$ cat src/rtl/img_stream_tx.sv
// Streams an IMG_H x IMG_W image from a 1-cycle-latency memory NUM_DIM times,
// framed by volume, frame and line markers. No backpressure on the output stream.
module img_stream_tx #(
  parameter int unsigned IMA       = 8,
  parameter int unsigned IMG_W     = 32,
  parameter int unsigned IMG_H     = 32,
  parameter int unsigned NUM_DIM   = 5,
  parameter int unsigned FRAME_GAP = 4,
  parameter int unsigned AW        = 10
) (
  input  logic           clk,
  input  logic           rst_n,
  input  logic           start,
  input  logic           abort,
  output logic           busy,
  output logic           done,
  output logic           rd_en,
  output logic [AW-1:0]  rd_addr,
  input  logic [IMA-1:0] rd_data,
  output logic [IMA-1:0] ima,
  output logic           ena_out,
  output logic           frame_start_out,
  output logic           line_start_out,
  output logic           frame_end_out,
  output logic           frame_start_dim_out,
  output logic           frame_end_dim_out
);

  localparam int unsigned NPIX = IMG_W * IMG_H;
  localparam int unsigned CW   = (IMG_W > 1) ? $clog2(IMG_W) : 1;
  localparam int unsigned RW   = (IMG_H > 1) ? $clog2(IMG_H) : 1;
  localparam int unsigned DW   = (NUM_DIM > 1) ? $clog2(NUM_DIM) : 1;
  localparam int unsigned GW   = (FRAME_GAP > 1) ? $clog2(FRAME_GAP) : 1;

  localparam logic [CW-1:0] ColLast = CW'(IMG_W - 1);
  localparam logic [RW-1:0] RowLast = RW'(IMG_H - 1);
  localparam logic [DW-1:0] DimLast = DW'(NUM_DIM - 1);
  localparam logic [GW-1:0] GapLast = GW'((FRAME_GAP > 0) ? FRAME_GAP - 1 : 0);

  typedef enum logic [2:0] {
    StIdle, StDimStart, StFrmStart, StStream, StGap, StDimEnd
  } state_e;

  state_e        state_q;
  logic [CW-1:0] col_q, col_nxt;
  logic [RW-1:0] row_q, row_nxt;
  logic [DW-1:0] dim_q;
  logic [GW-1:0] gap_q;
  logic          last_pix, next_last;

  // col_q/row_q always name the pixel currently on the output
  always_comb begin
    col_nxt = col_q + CW'(1);
    row_nxt = row_q;
    if (col_q == ColLast) begin
      col_nxt = '0;
      row_nxt = row_q + RW'(1);
    end
  end

  assign last_pix  = (col_q == ColLast) && (row_q == RowLast);
  assign next_last = (col_nxt == ColLast) && (row_nxt == RowLast);
  assign ima       = ena_out ? rd_data : '0;

  always_ff @(posedge clk or negedge rst_n) begin
    if (!rst_n) begin
      state_q             <= StIdle;
      col_q               <= '0;
      row_q               <= '0;
      dim_q               <= '0;
      gap_q               <= '0;
      busy                <= 1'b0;
      done                <= 1'b0;
      rd_en               <= 1'b0;
      rd_addr             <= '0;
      ena_out             <= 1'b0;
      frame_start_out     <= 1'b0;
      line_start_out      <= 1'b0;
      frame_end_out       <= 1'b0;
      frame_start_dim_out <= 1'b0;
      frame_end_dim_out   <= 1'b0;
    end else begin
      done                <= 1'b0;
      rd_en               <= 1'b0;
      ena_out             <= 1'b0;
      frame_start_out     <= 1'b0;
      line_start_out      <= 1'b0;
      frame_end_out       <= 1'b0;
      frame_start_dim_out <= 1'b0;
      frame_end_dim_out   <= 1'b0;
      if (abort && (state_q != StIdle)) begin
        state_q <= StIdle;
        busy    <= 1'b0;
        col_q   <= '0;
        row_q   <= '0;
        dim_q   <= '0;
        gap_q   <= '0;
        rd_addr <= '0;
      end else begin
        unique case (state_q)
          StIdle: begin
            if (start && !abort) begin
              state_q             <= StDimStart;
              busy                <= 1'b1;
              dim_q               <= '0;
              frame_start_dim_out <= 1'b1;
            end
          end
          StDimStart: begin
            state_q         <= StFrmStart;
            frame_start_out <= 1'b1;
            rd_en           <= 1'b1;
            rd_addr         <= '0;
            col_q           <= '0;
            row_q           <= '0;
          end
          StFrmStart: begin
            state_q        <= StStream;
            ena_out        <= 1'b1;
            line_start_out <= 1'b1;
            frame_end_out  <= (NPIX == 1);
            rd_en          <= (NPIX > 1);
            rd_addr        <= AW'(1);
          end
          StStream: begin
            if (last_pix) begin
              if (dim_q != DimLast) begin
                dim_q <= dim_q + DW'(1);
                if (FRAME_GAP == 0) begin
                  state_q         <= StFrmStart;
                  frame_start_out <= 1'b1;
                  rd_en           <= 1'b1;
                  rd_addr         <= '0;
                  col_q           <= '0;
                  row_q           <= '0;
                end else begin
                  state_q <= StGap;
                  gap_q   <= '0;
                end
              end else begin
                state_q           <= StDimEnd;
                frame_end_dim_out <= 1'b1;
                done              <= 1'b1;
              end
            end else begin
              col_q          <= col_nxt;
              row_q          <= row_nxt;
              ena_out        <= 1'b1;
              line_start_out <= (col_nxt == '0);
              frame_end_out  <= next_last;
              // Reads run one pixel ahead; stop once the last address has been issued
              rd_en          <= !next_last;
              if (!next_last) rd_addr <= rd_addr + AW'(1);
            end
          end
          StGap: begin
            if (gap_q == GapLast) begin
              state_q         <= StFrmStart;
              frame_start_out <= 1'b1;
              rd_en           <= 1'b1;
              rd_addr         <= '0;
              col_q           <= '0;
              row_q           <= '0;
              gap_q           <= '0;
            end else begin
              gap_q <= gap_q + GW'(1);
            end
          end
          StDimEnd: begin
            state_q <= StIdle;
            busy    <= 1'b0;
            dim_q   <= '0;
          end
          default: state_q <= StIdle;
        endcase
      end
    end
  end

endmodule

$ cat config.mk
export PLATFORM = sky130hd
export DESIGN_NAME = img_stream_tx
export DESIGN_NICKNAME = d
export VERILOG_FILES = /design/src/rtl/img_stream_tx.sv
export SDC_FILE = /design/constraint.sdc
export NUM_CORES = 1
export LEC_CHECK = 0
export ABC_AREA = 0
export BUFFER_PORTS_ARGS = -buffer_cell sky130_fd_sc_hd__buf_2
export CORE_MARGIN = 4
export CORE_UTILIZATION = 45
export DETAILED_ROUTE_END_ITERATION = 7
export PLACE_DENSITY = 0.78
export SETUP_SLACK_MARGIN = 0.4
export SYNTH_ARGS = -nofsm -noshare
export SYNTH_HDL_FRONTEND = slang
export SYNTH_SLANG_ARGS = --single-unit
$ cat constraint.sdc
create_clock -name clk -period 7.5 [get_ports clk]
set_input_delay 1.125 -clock clk [delete_from_list [all_inputs] [get_ports clk]]
set_output_delay 1.125 -clock clk [all_outputs]
set_load 0.05 [all_outputs]
==> metrics, run 1 <==
global-route wire length before repair about 8.1 mm; area growth from synthesis to layout 13.7%; final setup vio count 0; Placed Cells around 310; core area 4470 um^2; Initial Utilization 47.6%; skew final 0.00507 ns; leading register cell type out of synthesis dfrtp_1; Yosys reg bits 36; TritonCTS clock tree done; clock-pin slew on the worst setup and hold paths 0.07 ns; wire per inst 14.7 um; Mapped Cells roughly 230; total gr overflow 0; CP endpoint rd_addr[4]; Pins Over Slew Limit 0; Die Area 5890 um^2; CTS root buf clkbuf_8; DRT Wirelength around 4.7 mm; Final period util a little under 40%; slew margin rel. 18.0%; gr usage total 16.7%; FF-to-FF Start col_q[1]; CTS H-Tree Depth 2; critical path fanouts, max 16; worst slew pin tran 1.22 ns; Num CTS Buffers 5; CTS Sinks 36; FF-to-FF path depth 8; VDD IR-drop max 0.114 mV; share of the synthesized area in the top cell type 42.3%; via count 1,934; worst setup path start col_q[1]; ANT cells 0; count of cell types in the netlist 57; syn_area_per_cell 9.10 um^2; Synthesized Nets roughly 260; detailed router's first-iteration violation count roughly 150; RSZ-0062 raised after global routing false; top post-synthesis cells by area dfrtp_1, ha_1, nand2_1; final hold violation count 0; leak pwr about 1.2 nW; Netlist Area Pre-Place 2130 um^2; Post-CTS Hold Fix Bufs 0; critical path class reg2reg; DRC Markers 0; fmax 0.339 GHz; Detailed Routing Iterations Pass 1 4; largest net degree at the start of global routing 37; Post-CTS Setup Repair Bufs 0; crit start category flip-flop; Post-synth top cells dfrtp_1, nand2_1, nor2_1, o21ai_0, a21oi_1; outcome complete, no violations; IO Port Bufs 38; clk_lat worst skew 0.29 ns; number of flops mapped to enable cells by yosys 0; register area share after synthesis 42.3%; Power Dens Cells 184 nW/um^2; maxcap violations 0; dpl ws 4.60 ns; Final Util 54.1%; Layout Cells excl Fill 319; Post-DP HPWL 3.28 mm; yosys warns 0; vias in the first global route between 1,500 and 2,000; IO Count 39; Die Wd 76.8 um; FP Rows 24; TNS Setup 0 ns; Die Y 76.8 um; Final Power 445 uW; vias per std cell 6.06; R2R Setup Slk approximately 4.5 ns; final worst slack 4.55 ns; Worst EP required ~7.7 ns; post-layout min period 2.95 ns; routability cong. 0.780; share of layout cells above drive strength 1 20.6%; initial antenna violation count 0; CTS max path bufs 2; most common cell in the netlist dfrtp_1; Hold Path Class reg2reg; Worst setup EP type flip-flop; antenna-violating nets left 0; Post-synth ARST share 100%; post-cts sizing count 0; RR Endpoint rd_addr[4]; Critical Path AT roughly 3.1 ns; nets 289; area leader, netlist dfrtp_1
power breakdown:
group          switching (mW)  internal [mW]
clock network          0.0693         0.0818
logic                  0.0562         0.0243
registers              0.0124          0.201
flip-flops by register name, indices dropped and copies added, names as in the netlist, 2 cells and up:
signal and count:
col_q 5, dim_q 3, gap_q 2, rd_addr 10, row_q 5, state_q 3
layer usage:
metal	wire length [um]	global-route usage, %	part of all wire, %
met1	2090	21.1	45
met2	2270	27.9	48
met3	264	4.57	5.6
met4	56	5.07	1.2
met5	0	0	0
layout by cell type (no fill, tap or decap), drive strengths merged, types with 9 or more instances in the layout:
master   n
dfrtp   36
nand3   10
buf     38
o21ai   17
a21oi   12
ha      10
nand2   31
nor2    17
and2     9
worst max-delay path: stages (launching register included):
cell and delay (ns):
dfrtp_1 0.41, ha_1 0.24, and3_2 0.19, ha_1 0.46, a31oi_1 0.18, o31ai_1 1.03, nor3_1 0.09, nand4_1 0.14
nand3_1 0.08
worst min path at each step:
stage	startpoint	endpoint	cells past startpoint
floorplan	col_q[4]	col_q[4]	2
global placement	gap_q[1]	gap_q[1]	1
detailed placement	gap_q[1]	gap_q[1]	1
CTS	gap_q[1]	gap_q[1]	1
global route	row_q[3]	row_q[3]	1
finish	gap_q[1]	gap_q[1]	1
cells by family after synthesis:
kind of cell | Yosys count | share of synthesized area (%)
AND/OR/NAND/NOR | 100 | 24.6
AO/OA/AOI/OAI | 65 | 20.9
flip-flops | 36 | 42.3
buffers and inverters | 18 | 3.88
adder cells (fa/ha/maj) | 10 | 5.88
multiplexers | 4 | 2.00
XOR/XNOR | 1 | 0.412
final cells by class:
| cell class | count | area [um^2] |
|---|---|---|
| inverters | 6 | 22.5 |
| repair buffers | 38 | 190 |
| multi-input cells | 180 | 1140 |
| flip-flops and latches | 36 | 901 |
| well taps | 52 | 65.1 |
| fillers | 418 | 2050 |
| clock buffers | 7 | 96.3 |
metrics by stage:
step | instance area, um^2 | hold WS (ns)
CTS | 2420 | 0.510
floorplan | 2130 | 0.456
finish | 2420 | 0.501
detailed placement | 2320 | 0.493
global placement | 2320 | 0.482
global route | 2420 | 0.527
(Power assumes the default switching activity.)
==> run 2, diff against run 1 <==
==> constraint.sdc (replaced) <==
create_clock -name clk -period 2.9 [get_ports clk]
set_input_delay 0.435 -clock clk [delete_from_list [all_inputs] [get_ports clk]]
set_output_delay 0.435 -clock clk [all_outputs]
set_load 0.05 [all_outputs]
==> metrics, run 2 (same netlist as run 1, synthesis figures left out) <==
outcome complete, no violations; most frequent cells in the layout buf_2, dfrtp_1, nand2_1, nor2_1, o21ai_0; DRC Markers 0 (unchanged); IO Port Bufs 38 (unchanged); critical path class reg2reg; DRT Wirelength 5.00 mm (+6.8%); Final Util 56.9% (+2.8 points); Initial Utilization 47.6% (unchanged); gr usage total 18.1% (+1.4 points); clk_lat worst skew 0.30 ns (about the same); final setup vio count 0 (unchanged); Hold Path Class in2async; crit start category flip-flop; wire per inst 15.2 um (+3.5%); Worst setup EP type flip-flop; worst slew pin tran 0.807 ns (-0.413 ns); antenna-violating nets left 0 (unchanged); Layout Cells excl Fill 329 (+3.1%); Num CTS Buffers 5 (unchanged); slew margin rel. 46.2% (+28 points); detailed router's first-iteration violation count 126 (-17%); area growth from synthesis to layout 19.6%; vias per std cell 5.95 (-1.8%); RR Endpoint rd_addr[8]; delay-heaviest family, CP simple AND/OR/NAND/NOR gates; Pins Over Slew Limit 0 (unchanged); TNS Setup 0 ns (unchanged); Biggest register rd_addr; Placed Cells 316 (+1.3%); ANT cells 0 (unchanged); routability cong. 0.869 (+11%); TritonCTS clock tree done; largest net degree at the start of global routing 37 (unchanged); nets 298 (+3.1%); FF-to-FF Start col_q[1]; via count 1,959 (+1.3%); core area 4470 um^2 (unchanged); CTS Sinks 36 (unchanged); Largest register FFs 10 (unchanged); Die Y 76.8 um (unchanged); IO Count 39 (unchanged); Power Dens Cells 482 nW/um^2 (+160%); commonest non-fill, non-tap cell in the layout buf_2; global-route wire length before repair 8.69 mm (+6.6%); Critical Path AT 2.58 ns (-0.55 ns); multi-input logic area 1190 um^2 (+4.4%); Die Wd 76.8 um (unchanged); VDD IR-drop max 0.233 mV (+100%); Post-DP HPWL 3.38 mm (+3.2%); leak pwr 1.22 nW (+3.1%); CP max-delay cell or4b_4; skew final 0.00987 ns (+0.00479 ns); Reg area 901 um^2 (unchanged); fmax 0.418 GHz (+24%); vias in the first global route 1,882 (+4.2%); FF-to-FF path depth 8 (unchanged); CTS max path bufs 2 (unchanged); Die Area 5890 um^2 (unchanged); Worst EP required 3.09 ns (-4.59 ns); Top Registers rd_addr (10), col_q (5), row_q (5); post-layout min period 2.39 ns (-0.562 ns); share of layout cells above drive strength 1 24.9% (+4.3 points); CP bufs+invs 0 (unchanged); CTS H-Tree Depth 2 (unchanged); R2R Setup Slk 0.51 ns (-4.04 ns); FP Rows 24 (unchanged); clock-pin slew on the worst setup and hold paths 0.08 ns (about the same); CTS root buf clkbuf_8; Hold Slack 0.222 ns (-0.279 ns); filler cell count 402 (-3.8%); total gr overflow 0 (unchanged); maxcap violations 0 (unchanged); final hold violation count 0 (unchanged); initial antenna violation count 0 (unchanged); Final Power 1.23 mW (+180%); worst path cell trace ha_2, and3_4, ha_4, nand4b_1, or4b_4, or2_4, a32oi_1, nand2_1; CP max stage delay 0.60 ns (-0.43 ns); critical path fanouts, max 6 (-10); Detailed Routing Iterations Pass 1 4 (unchanged); RSZ-0062 raised after global routing false; Final period util 82.4% (+43 points)
-- run 2: worst reg2reg max path: stages (launching register included) --
cell and delay, ns:
dfrtp_1 0.39, ha_2 0.21, and3_4 0.19, ha_4 0.27, nand4b_1 0.08, or4b_4 0.60
or2_4 0.29, a32oi_1 0.19, nand2_1 0.07
-- run 2: worst max path at each step --
stage / start / end / slack, ns / cells past startpoint
floorplan: col_q[1] / rd_addr[1] / 0.41 / 8
global placement: col_q[1] / rd_addr[7] / 0.36 / 8
detailed placement: col_q[1] / rd_addr[4] / 0.29 / 8
CTS: col_q[0] / rd_addr[1] / 0.45 / 8
global route: col_q[1] / rd_addr[8] / 0.41 / 8
finish: col_q[1] / rd_addr[8] / 0.51 / 8
-- run 2: metrics by stage --
stage | setup WS (ns) | instance area, um^2
2_1_floorplan | 0.411 | 2130
3_3_place_gp | 0.364 | 2360
3_5_place_dp | 0.294 | 2360
4_1_cts | 0.450 | 2500
5_1_grt | 0.410 | 2540
6_report | 0.510 | 2540
-- run 2: area by class of cell --
cell class | instances | area share, %
flip-flops and latches | 36 | 35.4
multi-input cells | 181 | 47.0
well taps | 52 | 2.56
clock buffers | 5 | 2.70
repair buffers | 46 | 9.83
inverters | 6 | 0.885
clock inverters | 3 | 1.67
-- run 2: repair_timing --
action | in CTS | in global routing
gates cloned | 1 | 0
gates resized for setup | 4 | 5
hold buffers | 0 | 0
pin swaps | 2 | 5
endpoints found under the setup margin | 9 | 9
buffers inserted | 2 | 2
-- run 2: report_power, final --
part,leakage [nW],internal [mW],switching (mW)
sequential,0.494,0.520,0.0236
combinational,0.669,0.0729,0.160
clock,0.0541,0.255,0.195
total,1.22,0.848,0.379
-- run 2: per-layer routing --
metal | GRT usage (%) | wire, um
met1 | 23.2 | 2240
met2 | 29.6 | 2380
met3 | 4.57 | 303
met4 | 6.16 | 70
met5 | 0 | 0
